### config.mk
export PLATFORM = sky130hd
export DESIGN_NAME = dma_desc_fetch
export DESIGN_NICKNAME = d
export VERILOG_FILES = /design/src/rtl/dma_pkg.sv /design/src/rtl/dma_desc_decode.sv /design/src/rtl/dma_desc_fetch.sv
export SDC_FILE = /design/constraint.sdc
export NUM_CORES = 1
export LEC_CHECK = 0
export BUFFER_PORTS_ARGS = -buffer_cell sky130_fd_sc_hd__buf_2
export CAP_MARGIN = 25
export CORE_AREA = 2 2 130 132
export DETAILED_ROUTE_END_ITERATION = 8
export DIE_AREA = 0 0 132 134
export PLACE_DENSITY = 0.81
export SETUP_SLACK_MARGIN = 0.4
export SLEW_MARGIN = 20
export SYNTH_ARGS = -nofsm -noshare
export SYNTH_HDL_FRONTEND = slang
export SYNTH_SLANG_ARGS = --single-unit
### constraint.sdc
create_clock -name clk -period 6.15 [get_ports clk]
set_input_delay 0.3075 -clock clk [delete_from_list [all_inputs] [get_ports clk]]
set_output_delay 0.3075 -clock clk [all_outputs]
set_load 0.02 [all_outputs]
### src/rtl/dma_pkg.sv
//==============================================================================
// Module      : dma_pkg
// Description : Shared types and constants for the DMA descriptor fetch stage:
//               FSM state encoding, descriptor attribute bit positions, field
//               ranges, act encodings and the link-target helper.
// Revision    : 1.0 - initial release
//==============================================================================
`default_nettype none

package dma_pkg;

  localparam int ADDR_W = 64;
  localparam logic [63:0] DESC_BYTES = 64'd8;

  typedef enum logic [1:0] {
    S_IDLE    = 2'd0,
    S_FETCH   = 2'd1,
    S_PRESENT = 2'd2,
    S_ERROR   = 2'd3
  } state_e;

  // Attribute bit positions inside the low byte of a descriptor
  localparam int BIT_VALID = 0;
  localparam int BIT_END   = 1;
  localparam int BIT_INT   = 2;
  localparam int BIT_ACT1  = 4;
  localparam int BIT_ACT2  = 5;

  // Field ranges
  localparam int LEN_LSB  = 16;
  localparam int LEN_MSB  = 31;
  localparam int ADDR_LSB = 32;
  localparam int ADDR_MSB = 63;

  // {act2, act1} encodings
  localparam logic [1:0] ACT_NOP  = 2'b00;
  localparam logic [1:0] ACT_RSV  = 2'b01;
  localparam logic [1:0] ACT_TRAN = 2'b10;
  localparam logic [1:0] ACT_LINK = 2'b11;

  // Next table pointer for a link descriptor: 8-byte aligned, zero-extended
  function automatic logic [63:0] link_target(input logic [63:0] word);
    return {32'h0, word[63:35], 3'b000};
  endfunction

endpackage

`default_nettype wire

### src/rtl/dma_desc_decode.sv
//==============================================================================
// Module      : dma_desc_decode
// Description : Purely combinational split of a 64-bit descriptor word into
//               attribute flags, raw length and zero-extended address.
// Revision    : 1.0 - initial release
//==============================================================================
`default_nettype none

module dma_desc_decode
  import dma_pkg::*;
(
  input  logic [63:0] word,
  output logic        valid,
  output logic        end_flag,
  output logic        int_flag,
  output logic        act1,
  output logic        act2,
  output logic        is_link,
  output logic [15:0] len,
  output logic [63:0] addr
);

  // Bits the DMA core does not interpret
  logic unused_bits;

  assign valid       = word[BIT_VALID];
  assign end_flag    = word[BIT_END];
  assign int_flag    = word[BIT_INT];
  assign act1        = word[BIT_ACT1];
  assign act2        = word[BIT_ACT2];
  assign is_link     = ({word[BIT_ACT2], word[BIT_ACT1]} == ACT_LINK);
  assign len         = word[LEN_MSB:LEN_LSB];
  assign addr        = {32'h0, word[ADDR_MSB:ADDR_LSB]};
  assign unused_bits = ^{word[15:6], word[3]};

endmodule

`default_nettype wire

### src/rtl/dma_desc_fetch.sv
//==============================================================================
// Module      : dma_desc_fetch
// Description : Walks an ADMA descriptor table through a req/ack read port and
//               presents decoded descriptors to the DMA core with rdy/take.
//               Optional build macro DESC_PREFETCH_EN adds a one-entry
//               prefetch buffer for a sustained rate of one descriptor/cycle.
// Revision    : 1.0 - initial release
//==============================================================================
`default_nettype none

module dma_desc_fetch
  import dma_pkg::*;
(
  input  logic              clk,
  input  logic              reset,
  input  logic              start,
  input  logic [ADDR_W-1:0] desc_base,
  output logic              mem_req,
  output logic [ADDR_W-1:0] mem_addr,
  input  logic              mem_ack,
  input  logic [63:0]       mem_rdata,
  output logic              desc_rdy,
  input  logic              desc_take,
  output logic              valid_IN,
  output logic              End_IN,
  output logic              act1_IN,
  output logic              act2_IN,
  output logic              desc_int,
  output logic [15:0]       desc_len,
  output logic [ADDR_W-1:0] addr_COM,
  output logic              busy,
  output logic              done,
  output logic              err
);

  state_e      state_q, state_d;
  logic [63:0] ptr_q, ptr_d;
  logic [63:0] word_q, word_d;
  logic        err_q, err_d;
  logic        done_q, done_d;
  logic [63:0] seq_next;
  logic        cur_end;
  logic        cur_link;
  logic        unused_base;

  assign unused_base = ^desc_base[2:0];
  assign seq_next    = ptr_q + DESC_BYTES;

  // Decode of the descriptor currently held for the core
  dma_desc_decode u_cur_decode (
    .word     (word_q),
    .valid    (valid_IN),
    .end_flag (cur_end),
    .int_flag (desc_int),
    .act1     (act1_IN),
    .act2     (act2_IN),
    .is_link  (cur_link),
    .len      (desc_len),
    .addr     (addr_COM)
  );

  assign End_IN = cur_end;

`ifdef DESC_PREFETCH_EN
  logic [63:0] buf_word_q, buf_word_d;
  logic        buf_full_q, buf_full_d;
  logic [63:0] cand;
  logic        buf_valid, buf_end, buf_link;
  logic        unused_buf_int, unused_buf_act1, unused_buf_act2;
  logic [15:0] unused_buf_len;
  logic [63:0] unused_buf_addr;

  // Decode of the prefetched word, used to decide whether to chain further
  dma_desc_decode u_buf_decode (
    .word     (buf_word_q),
    .valid    (buf_valid),
    .end_flag (buf_end),
    .int_flag (unused_buf_int),
    .act1     (unused_buf_act1),
    .act2     (unused_buf_act2),
    .is_link  (buf_link),
    .len      (unused_buf_len),
    .addr     (unused_buf_addr)
  );
`endif

  // Next-state, pointer update and memory request generation
  always_comb begin
    state_d  = state_q;
    ptr_d    = ptr_q;
    word_d   = word_q;
    err_d    = err_q;
    done_d   = 1'b0;
    mem_req  = 1'b0;
    mem_addr = '0;
`ifdef DESC_PREFETCH_EN
    buf_word_d = buf_word_q;
    buf_full_d = buf_full_q;
    cand       = buf_word_q;
`endif

    unique case (state_q)
      S_IDLE, S_ERROR: begin
        if (start) begin
          ptr_d   = {desc_base[63:3], 3'b000};
          err_d   = 1'b0;
          state_d = S_FETCH;
`ifdef DESC_PREFETCH_EN
          buf_full_d = 1'b0;
`endif
        end
      end

      S_FETCH: begin
        mem_req  = 1'b1;
        mem_addr = ptr_q;
        if (mem_ack) begin
          // An invalid word is never shown to the core, so it is not captured
          if (mem_rdata[BIT_VALID]) begin
            word_d  = mem_rdata;
            state_d = S_PRESENT;
          end else begin
            err_d   = 1'b1;
            state_d = S_ERROR;
          end
        end
      end

      S_PRESENT: begin
`ifdef DESC_PREFETCH_EN
        // Chain ahead only along a sequential run; a full buffer may be
        // refilled in the same cycle it drains into the present register.
        if (!cur_end && !cur_link) begin
          if (!buf_full_q) begin
            mem_req  = 1'b1;
            mem_addr = seq_next;
          end else if (desc_take && buf_valid && !buf_end && !buf_link) begin
            mem_req  = 1'b1;
            mem_addr = seq_next + DESC_BYTES;
          end
        end
        if (mem_req && mem_ack && !desc_take) begin
          buf_word_d = mem_rdata;
          buf_full_d = 1'b1;
        end
`endif
        if (desc_take) begin
          if (cur_end) begin
            state_d = S_IDLE;
            done_d  = 1'b1;
          end else if (cur_link) begin
            ptr_d   = link_target(word_q);
            state_d = S_FETCH;
          end else begin
            ptr_d   = seq_next;
`ifdef DESC_PREFETCH_EN
            if (buf_full_q || (mem_req && mem_ack)) begin
              cand = buf_full_q ? buf_word_q : mem_rdata;
              if (buf_full_q && mem_req && mem_ack) begin
                buf_word_d = mem_rdata;
                buf_full_d = 1'b1;
              end else begin
                buf_full_d = 1'b0;
              end
              // A bad prefetched word only errors once it reaches the front
              if (cand[BIT_VALID]) begin
                word_d = cand;
              end else begin
                err_d      = 1'b1;
                state_d    = S_ERROR;
                buf_full_d = 1'b0;
              end
            end else begin
              buf_full_d = 1'b0;
              state_d    = S_FETCH;
            end
`else
            state_d = S_FETCH;
`endif
          end
        end
      end

      default: state_d = S_IDLE;
    endcase
  end

  // State and datapath registers
  always_ff @(posedge clk or posedge reset) begin
    if (reset) begin
      state_q <= S_IDLE;
      ptr_q   <= '0;
      word_q  <= '0;
      err_q   <= 1'b0;
      done_q  <= 1'b0;
    end else begin
      state_q <= state_d;
      ptr_q   <= ptr_d;
      word_q  <= word_d;
      err_q   <= err_d;
      done_q  <= done_d;
    end
  end

`ifdef DESC_PREFETCH_EN
  // Prefetch buffer registers
  always_ff @(posedge clk or posedge reset) begin
    if (reset) begin
      buf_word_q <= '0;
      buf_full_q <= 1'b0;
    end else begin
      buf_word_q <= buf_word_d;
      buf_full_q <= buf_full_d;
    end
  end
`endif

  // ERROR is a parked state awaiting start, so it does not count as busy
  assign desc_rdy = (state_q == S_PRESENT);
  assign busy     = (state_q == S_FETCH) || (state_q == S_PRESENT);
  assign done     = done_q;
  assign err      = err_q;

endmodule

`default_nettype wire

==> Flow_metrics.wiki <==
{| class="wikitable"
! Metric !! Value
|-
| Outcome || finished clean
|-
| Fin crit period || 3.42 ns
|-
| Area growth from synthesis to layout || 25.6%
|-
| Crit path launch || state_q[0]$_DFFE_PP0P_
|-
| Number of hold-slack violations in the final timing report || 0
|-
| IO buf count || 237
|-
| Number of post-CTS setup repair buffers || 0
|-
| Cts-stage hold buffer count || 0
|-
| TritonCTS Buffers || 17
|-
| # nets final || 1,144
|-
| First-pass GRT wire length || 35,700 microns
|-
| Post-Route Skew || 0.0108 ns
|-
| Setup Slack @ Placement || 2.76 ns
|-
| Area of the die || 17,700 sq um
|-
| EDFF count, synth || 0
|-
| Share of flip-flops with an asynchronous set or reset || 100%
|-
| Sequential-to-total area share from yosys stat || 41.2%
|-
| H-Tree Depth || 4
|-
| Number of synthesis warnings || 0
|-
| Total congestion overflow || 0
|-
| Fraction of final layout cells with drive strength greater than 1 || 34.1%
|-
| Cell Rows || 47
|-
| CP max stage cell || nand3_1
|-
| Die width || 132 microns
|-
| Weighted congestion at the end of routability-driven global placement || 0.862
|-
| Largest cells by area after synthesis || dfrtp_1 41%, mux2_2 8.2%, and2_1 5.2%
|-
| Slew headroom || 35.7%
|-
| Cell taking the most area after synthesis || dfrtp_1
|-
| Standby leakage power || 0.00422 uW
|-
| Hold/Removal Path Class || in2reg
|-
| Skew-Pair Late Insertion Delay || 0.42 ns
|-
| Crit Reg-Reg Startpoint || state_q[0]$_DFFE_PP0P_
|-
| Number of iterations in the first detailed-routing pass || 5
|-
| Iteration-0 DRC Markers || 479
|-
| Effective utilization at floorplan || 44.1%
|-
| Cells after Synth || 796
|-
| List of most frequent post-synthesis cells || 118 x dfrtp_1, 69 x o21ai_0, 67 x nand2_1
|-
| Type of the worst setup path || reg2reg
|-
| Number of setup violations in the final report || 0
|-
| Type of element launching the critical path || flop
|-
| Via count || 6,946
|-
| Critical Path End Type || flop
|-
| Pins over their slew limit || 0
|-
| Per-cell via count in the routed design || 5.58
|-
| Post-DP HPWL || 15,700 microns
|-
| Count of max-cap constraint violations || 0
|-
| Worst Tran Pin Value || 0.964 ns
|-
| Area of the placeable core || 16,300 sq um
|-
| Number of placed instances with taps included || 1,206
|-
| CP peak stage delay || 0.76 ns
|-
| Tightest hold margin || 0.0912 ns
|-
| Tot GR Track Use || 25.2%
|-
| Req. time, crit path || 6.51 ns
|-
| Routed WL || 22,200 microns
|-
| Average wire per standard cell || 17.8 microns
|-
| Post-route non-filler standard cell count || 1,245
|-
| Synth Cell Area || 7180 sq um
|-
| Root Driver || clkbuf_16
|-
| Vert. Die Dim || 134 microns
|-
| Vias in the first global route || 6,953
|-
| Power Dens Cells || 572 nW/um^2
|-
| Post-CTS clock slew at the launch and capture registers of the worst setup and hold paths || 0.06 ns
|-
| I/O pin count || 287
|-
| Cells along the critical path || inv_1, ha_1, nand3b_1, a21boi_2, buf_4, nand3_1, nor4b_4, nor3b_1, a211o_1
|-
| Maximum operating frequency || 0.292 GHz
|-
| Predominant post-synthesis flop cell || dfrtp_1
|-
| Setup TNS || 0 ns
|-
| Arrival @ worst endpoint || 3.78 ns
|-
| Post-cts repair resize count || 0
|-
| Clock tree from TritonCTS || done
|-
| Mean cell area of the mapped netlist || 9.01 sq um
|-
| Ratio of final minimum period to clock period || 55.7%
|-
| Fraction of post-synthesis cell area in the top cell type by area || 41.2%
|-
| DRC || 0
|-
| Maximum root-to-sink buffer count || 2
|-
| IR drop worst, VDD || 0.000392 V
|-
| Post-detailed-route count of antenna-violating nets || 0
|-
| Clock sink count || 118
|-
| Flip-flop and latch count after synthesis || 118
|-
| Largest net degree at the start of global routing || 79
|-
| Initial antenna violation count || 4
|-
| Setup repair after global routing missed its margin || no
|-
| Worst min-delay path startpoint || desc_base[54]
|-
| Cell with the most instances after synthesis || dfrtp_1
|-
| Final Worst Setup Slack || 2.73 ns
|-
| Crit-path max FO || 34
|-
| Distinct cell type count of the synthesized netlist || 64
|}
## critical path, delay by kind of cell (launching register included)
kind	cells	cell delay, ns
DFF	1	0.38
and+or+nand+nor	4	1.77
buffers and inverters	2	0.45
adders and majority gates	1	0.44
AOI/OAI and AO/OA	2	0.30
## power breakdown
part	total [uW]	internal, uW	switching [uW]
sequential	1610	1170	442
combinational	2560	949	1610
clock	987	573	414
total	5160	2690	2470
## state kept, by name (all words and copies together) (netlist names)
name / flops
ptr_q: 61
word_q: 53
state_q: 2
done: 1
err: 1
## layout make-up
type / count / area [sq um]
timing repair buffer: 249 / 1300
sequential: 118 / 2950
fill: 1454 / 7280
multi-input combinational: 603 / 3820
clock buffer: 17 / 425
inverter: 19 / 73.8
tap: 220 / 275
antenna: 4 / 10.0
clock inverter: 15 / 155
## final timing paths
check	endpoint	slack, ns	cells past startpoint
worst max register to register	ptr_q[62]$_DFFE_PP0P_	2.73	9
max in group asynchronous	ptr_q[39]$_DFFE_PP0P_	4.89	4
worst min register to register	word_q[0]$_DFFE_PP0P_	0.48	1
worst max-delay path	ptr_q[62]$_DFFE_PP0P_	2.73	9
min in group asynchronous	word_q[33]$_DFFE_PP0P_	0.39	3
worst min-delay path	ptr_q[54]$_DFFE_PP0P_	0.09	3
## layer usage
metal  wire length (microns)  track usage (%)
met5                       0                0
met4                     439             9.96
met3                    2060             7.03
met2                   10900             41.8
met1                    8810             31.4
## cells in the final DEF, fill, tap and decap left out, drive strengths merged, types with 12 or more instances in the layout
| cell type | synthesis | layout |
|---|---|---|
| buf | 42 | 248 |
| dfrtp | 118 | 118 |
| o21ai | 70 | 70 |
| nand2 | 67 | 67 |
| and2 | 60 | 60 |
| nor2 | 56 | 56 |
| mux2 | 52 | 52 |
| conb | 1 | 35 |
| a21oi | 34 | 34 |
| inv | 19 | 29 |
| nand3 | 25 | 25 |
| nand4 | 24 | 24 |
| and3 | 19 | 19 |
| clkbuf | 48 | 17 |
| nor3 | 15 | 15 |
| a22oi | 13 | 13 |
| o2bb2ai | 12 | 12 |
## cell families (layout without fill, tap and decap cells)
kind of cell,after synthesis,after routing,share of synthesized area [%]
flops,118,118,41.2
buf+inv,109,300,7.78
mux,54,54,8.44
other cells,1,39,0.0523
compound gates,190,190,16.9
xor+xnor,16,16,1.95
simple gates,305,305,23.2
fa+ha+maj,3,3,0.523
## stage by stage
stage / instance area [sq um] / util, % / total power (uW)
floorplan: 7300 / - / 3310
finish: 9010 / 55.3 / 5160
global route: 9010 / 55.3 / 5510
global placement: 8380 / 51.4 / 4080
detailed placement: 8380 / 51.4 / 4160
CTS: 8960 / 55.0 / 5160
Note: power is estimated with default switching activity, not from simulation.
